==> src/rtl/if_id_stage.sv <==
// IF/ID pipeline stage: holds fetched instructions with their pre-decoded immediate select.
// Define ID_SKID_EN for a two-entry skid buffer with registered in_ready; default is a single entry.
module if_id_stage #(
  parameter int unsigned DSize = 32
) (
  input  logic             clk,
  input  logic             rst_n,
  input  logic             in_valid,
  output logic             in_ready,
  input  logic [DSize-1:0] in_instr,
  input  logic [DSize-1:0] in_pc,
  input  logic             flush,
  output logic             out_valid,
  input  logic             out_ready,
  output logic [DSize-1:0] out_instr,
  output logic [DSize-1:0] out_pc,
  output logic [19:0]      imm_field,
  output logic             ext_s1,
  output logic             ext_s0,
  output logic             imm_en
);

  typedef struct packed {
    logic [DSize-1:0] instr;
    logic [DSize-1:0] pc;
    logic             imm_en;
    logic [1:0]       sel;
  } entry_t;

  // hi = instr[31:25], lo = instr[4:0]; result = {imm_en, ext_s1, ext_s0}
  function automatic logic [2:0] decode(input logic [6:0] hi, input logic [4:0] lo);
    logic [2:0] d;
    d = '0;
    if (!hi[6]) begin
      case (hi[5:0])
        6'h20:                      if (lo inside {5'h08, 5'h09, 5'h0A, 5'h0B}) d = 3'b100;
        6'h28, 6'h29, 6'h2E, 6'h2F: d = 3'b101;
        6'h2A, 6'h2B, 6'h2C:        d = 3'b110;
        6'h22:                      d = 3'b111;
        default:                    d = 3'b000;
      endcase
    end
    return d;
  endfunction

  logic [2:0] in_dec;
  entry_t     in_e;
  entry_t     head_q, head_d;
  logic       hv_q, hv_d;
  logic       push, pop;

  always_comb begin
    in_dec       = decode(in_instr[31:25], in_instr[4:0]);
    in_e.instr   = in_instr;
    in_e.pc      = in_pc;
    in_e.imm_en  = in_dec[2];
    in_e.sel     = in_dec[1:0];
  end

  assign push = in_valid & in_ready;
  assign pop  = hv_q & out_ready;

  assign out_valid          = hv_q;
  assign out_instr          = head_q.instr;
  assign out_pc             = head_q.pc;
  assign imm_field          = head_q.instr[19:0];
  assign {ext_s1, ext_s0}   = head_q.sel;
  assign imm_en             = head_q.imm_en;

`ifdef ID_SKID_EN
  entry_t sk_q, sk_d;
  logic   skv_q, skv_d;
  logic   rdy_q, rdy_d;

  assign in_ready = rdy_q;

  always_comb begin
    head_d = head_q;
    hv_d   = hv_q;
    sk_d   = sk_q;
    skv_d  = skv_q;
    if (flush) begin
      hv_d          = 1'b0;
      skv_d         = 1'b0;
      head_d.imm_en = 1'b0;
      head_d.sel    = '0;
    end else if (!hv_q || pop) begin
      // Head slot frees up: the skid entry is older than anything arriving now.
      if (skv_q) begin
        head_d = sk_q;
        hv_d   = 1'b1;
        skv_d  = push;
        if (push) sk_d = in_e;
      end else if (push) begin
        head_d = in_e;
        hv_d   = 1'b1;
      end else begin
        hv_d          = 1'b0;
        head_d.imm_en = 1'b0;
        head_d.sel    = '0;
      end
    end else if (push) begin
      sk_d  = in_e;
      skv_d = 1'b1;
    end
    rdy_d = !skv_d;
  end

  always_ff @(posedge clk or negedge rst_n) begin
    if (!rst_n) begin
      head_q <= '0;
      hv_q   <= 1'b0;
      sk_q   <= '0;
      skv_q  <= 1'b0;
      rdy_q  <= 1'b0;
    end else begin
      head_q <= head_d;
      hv_q   <= hv_d;
      sk_q   <= sk_d;
      skv_q  <= skv_d;
      rdy_q  <= rdy_d;
    end
  end
`else
  logic alive_q;

  // alive_q keeps in_ready low until the first edge after reset release.
  assign in_ready = alive_q & (!hv_q | out_ready);

  always_comb begin
    head_d = head_q;
    hv_d   = hv_q;
    if (flush) begin
      hv_d          = 1'b0;
      head_d.imm_en = 1'b0;
      head_d.sel    = '0;
    end else if (push) begin
      head_d = in_e;
      hv_d   = 1'b1;
    end else if (pop) begin
      hv_d          = 1'b0;
      head_d.imm_en = 1'b0;
      head_d.sel    = '0;
    end
  end

  always_ff @(posedge clk or negedge rst_n) begin
    if (!rst_n) begin
      head_q  <= '0;
      hv_q    <= 1'b0;
      alive_q <= 1'b0;
    end else begin
      head_q  <= head_d;
      hv_q    <= hv_d;
      alive_q <= 1'b1;
    end
  end
`endif

endmodule

==> config.mk <==
export PLATFORM = sky130hd
export DESIGN_NAME = if_id_stage
export DESIGN_NICKNAME = d
export VERILOG_FILES = /design/src/rtl/if_id_stage.sv
export SDC_FILE = /design/constraint.sdc
export NUM_CORES = 1
export LEC_CHECK = 0
export BUFFER_PORTS_ARGS = -buffer_cell sky130_fd_sc_hd__clkbuf_2
export CAP_MARGIN = 15
export CELL_PAD_IN_SITES_DETAIL_PLACEMENT = 0
export CELL_PAD_IN_SITES_GLOBAL_PLACEMENT = 1
export CORE_MARGIN = 2
export CORE_UTILIZATION = 34
export DETAILED_ROUTE_END_ITERATION = 8
export PLACE_DENSITY_LB_ADDON = 0.08
export SYNTH_ARGS = -nofsm -noshare
export SYNTH_HDL_FRONTEND = slang
export SYNTH_SLANG_ARGS = --single-unit
export TNS_END_PERCENT = 100
==> constraint.sdc <==
create_clock -name clk -period 1.98 [get_ports clk]
set_input_delay 0 -clock clk [delete_from_list [all_inputs] [get_ports clk]]
set_output_delay 0 -clock clk [all_outputs]
set_load 0.05 [all_outputs]
==> metrics.md <==
| Metric | Value |
|---|---|
| Largest net degree at the start of global routing | 34 |
| Crit path max fanout | 33 |
| Period Utilization, post-route | 79.33% |
| Cell Rows | 33 |
| Total gr overflow | 0 |
| Worst setup SP type | flip-flop |
| Die area | 0.009166 mm^2 |
| Register area | 0.001727 mm^2 |
| Clk_lat worst skew | 0.33 ns |
| Setup TNS Final | 0 ns |
| Cells after Synth | 185 |
| Critical Path Sink Type | flip-flop |
| Largest cells by area after synthesis | dfrtp_1 (60%), mux2_2 (23%), buf_4 (5.2%), buf_6 (2.4%), mux2_1 (2.0%) |
| Sw frac | 45.44% |
| Count of final max-slew check failures | 0 |
| Upper clock frequency limit | 636.6 MHz |
| Synthesized area | 0.002861 mm^2 |
| RR Startpoint | out_valid |
| Share of cells above drive strength 1 | 59.45% |
| Synth cell types | 27 |
| Number of diodes | 0 |
| Top cell type's share of synthesized area | 60.34% |
| Crit-path slowest cell | dfrtp_1 |
| Final Hold Viols | 0 |
| Reg-to-reg slack, setup | 0.41 ns |
| Register-to-Register Path Depth | 4 |
| Vias | 2,242 |
| Most common cell after layout, fill and taps aside | clkbuf_2 |
| Synthesized area per cell | 15.47 um^2 |
| Placer Congestion | 0.6904 |
| Post-CTS Setup Inserts | 0 |
| Final Net Count | 466 |
| Met2 usage | 25.64% |
| Fillers | 738 |
| PwrDens | 1129 mW/mm^2 |
| CP Data Arrival Time | 1.79 ns |
| Hold Startpoint | in_valid |
| Worst Clk Skew | 0.008068 ns |
| CTS H-tree lvls | 3 |
| Met1 Use GR | 17.86% |
| Logic gate share of total power | 43.3% |
| CTS tree | yes |
| WHS Path Cells | 3 |
| DPL Wire Length | 4.724 mm |
| Status | completed |
| Post-synth top area cell | dfrtp_1 |
| Boundary Pins | 158 |
| Crit path kind | reg2reg |
| Initial Utilization | 35.00% |
| Seq cells post-synth | 69 |
| Synth Flop Type | dfrtp_1 |
| ANT nets after route | 0 |
| Slew HR | 66.54% |
| Core area | 0.008175 mm^2 |
| Post-Syn Nets | 254 |
| Worst path cell trace | nor2b_4, nor3_4, buf_12, mux2_2 |
| CP delay by family, top | simple AND/OR/NAND/NOR gates |
| Final setup vio count | 0 |
| Clock transition at the registers of the reported paths | 0.07 ns |
| Multi-input gate area | 909.6 um^2 |
| Clock share of power | 20.1% |
| Slowest stage delay, CP | 0.41 ns |
| Total CTS buffers | 9 |
| Die H | 95.74 um |
| Average via count per standard cell | 4.422 |
| Min-Delay Path Class | in2reg |
| Number of remaining DRC errors | 0 |
| DRT iter0 DRCs | 21 |
| Net Switching | 2.284 mW |
| Clock buffer depth | 2 |
| Worst-Margin Slew | 0.5019 ns |
| Met3 GRT Util | 4.229% |
| YS warnings | 0 |
| First-pass DRT Iterations | 3 |
| DR WL/cell | 13.71 um |
| Share of the yosys chip area belonging to registers | 60.34% |
| Vias in the first global route | 2,253 |
| Worst hold path endpoint | out_valid |
| Sequential power share | 36.6% |
| Reg2reg end | out_pc[9] |
| Post_cts resized | 0 |
| Worst Path Required | 2.20 ns |
| Antenna violations before repair | 0 |
| Root buf cell | clkbuf_8 |
| Buf/Inv on CP | 1 |
| Area growth from synthesis to layout | 55.53% |
| Width of the die | 95.74 um |
| Gr busiest metal | met2 |
| WL final | 6.949 mm |
| Final core occ | 54.44% |
| P_int | 2.743 mW |
| Commonest cells after routing, fill and taps aside | clkbuf_2 (156), dfrtp_1 (69), dlygate4sd3_1 (65), mux2_2 (59), clkbuf_8 (10) |
| First-pass GRT wire length | 10.61 mm |
| # port buffers | 157 |
| Final min period | 1.571 ns |
| RSZ-0062 raised after global routing | false |
| Clock sinks | 69 |
| Hold-fix buffers at CTS | 65 |
| Max Cap Viol | 0 |
| Gr usage total | 15.37% |
| Asr flop ratio synth | 100.0% |
| Number of flops mapped to enable cells by yosys | 0 |
| Peak supply drop | 0.6188 mV |
| Leak | 2.186 nW |
==> cells in the mapped netlist, drive strengths merged (2+ instances only) <==
cell   number
inv         2
buf        26
a32o        2
mux2       64
a21oi       2
nor2b       2
nor3        2
a21o        2
dfrtp      69
==> flip-flops by register name, indices dropped and copies added, names as in the netlist <==
register and cells:
out_pc 32, ext_s1 1, out_instr 32, ext_s0 1
alive_q 1, imm_en 1, out_valid 1
==> kinds of logic (layout without fill, tap and decap cells) <==
| group | after synthesis | after routing | synth area share (%) |
|---|---|---|---|
| buffers and inverters | 28 | 245 | 7.870 |
| and+or+nand+nor | 12 | 12 | 3.499 |
| other | 1 | 1 | 0.1311 |
| muxes | 64 | 64 | 25.19 |
| AOI/OAI and AO/OA | 11 | 11 | 2.973 |
| DFF | 69 | 69 | 60.34 |
==> worst max path at each step <==
stage,startpoint,cells after the start,to
floorplan,out_valid,4,out_instr[10]
global placement,out_valid,4,out_pc[3]
detailed placement,out_valid,4,out_pc[4]
CTS,out_valid,4,out_pc[4]
global route,out_valid,4,out_pc[21]
finish,out_valid,4,out_pc[9]
==> cell type report <==
class | instances | share of cell area, %
multi-input cells | 88 | 20.44
clock inverters | 6 | 0.8715
flip-flops and latches | 69 | 38.80
inverters | 2 | 0.1687
well taps | 105 | 2.952
clock buffers | 10 | 3.092
repair buffers | 227 | 33.68
==> stage by stage <==
step / area, um^2 / power (mW) / hold slack, ns / instances / setup slack [ns]
after floorplan: 2861 / 3.530 / -0.2956 / 185 / 0.1389
after global placement: 3623 / 3.932 / 0.008191 / 426 / 0.4601
after detailed placement: 3623 / 3.952 / 0.005011 / 426 / 0.4165
after CTS: 4451 / 5.081 / 0.003856 / 507 / 0.4035
after global routing: 4451 / 5.294 / 0.02729 / 507 / 0.3614
final: 4451 / 5.027 / 0.02547 / 507 / 0.4093
==> power groups by stage <==
stage	registers, mW	clock network [mW]	logic [mW]
floorplan	2.81	0	0.722
global placement	1.86	0	2.08
detailed placement	1.87	0	2.08
CTS	1.84	1.05	2.19
global route	1.88	1.14	2.28
finish	1.84	1.01	2.17
==> layer usage <==
layer  routed length [um]  up-vias
li1                     -     1062
met1                 2813     1072
met2                 3473       94
met3                  487       14
met4                  174        0
met5                    0        -
==> worst reg2reg max path: cells and delay by family, from the launching register on <==
kind | cells | cell delay (ns)
flops | 1 | 0.41
simple gates | 2 | 0.42
mux | 1 | 0.39
buf+inv | 1 | 0.24
Power figures use the tool's default switching activity.
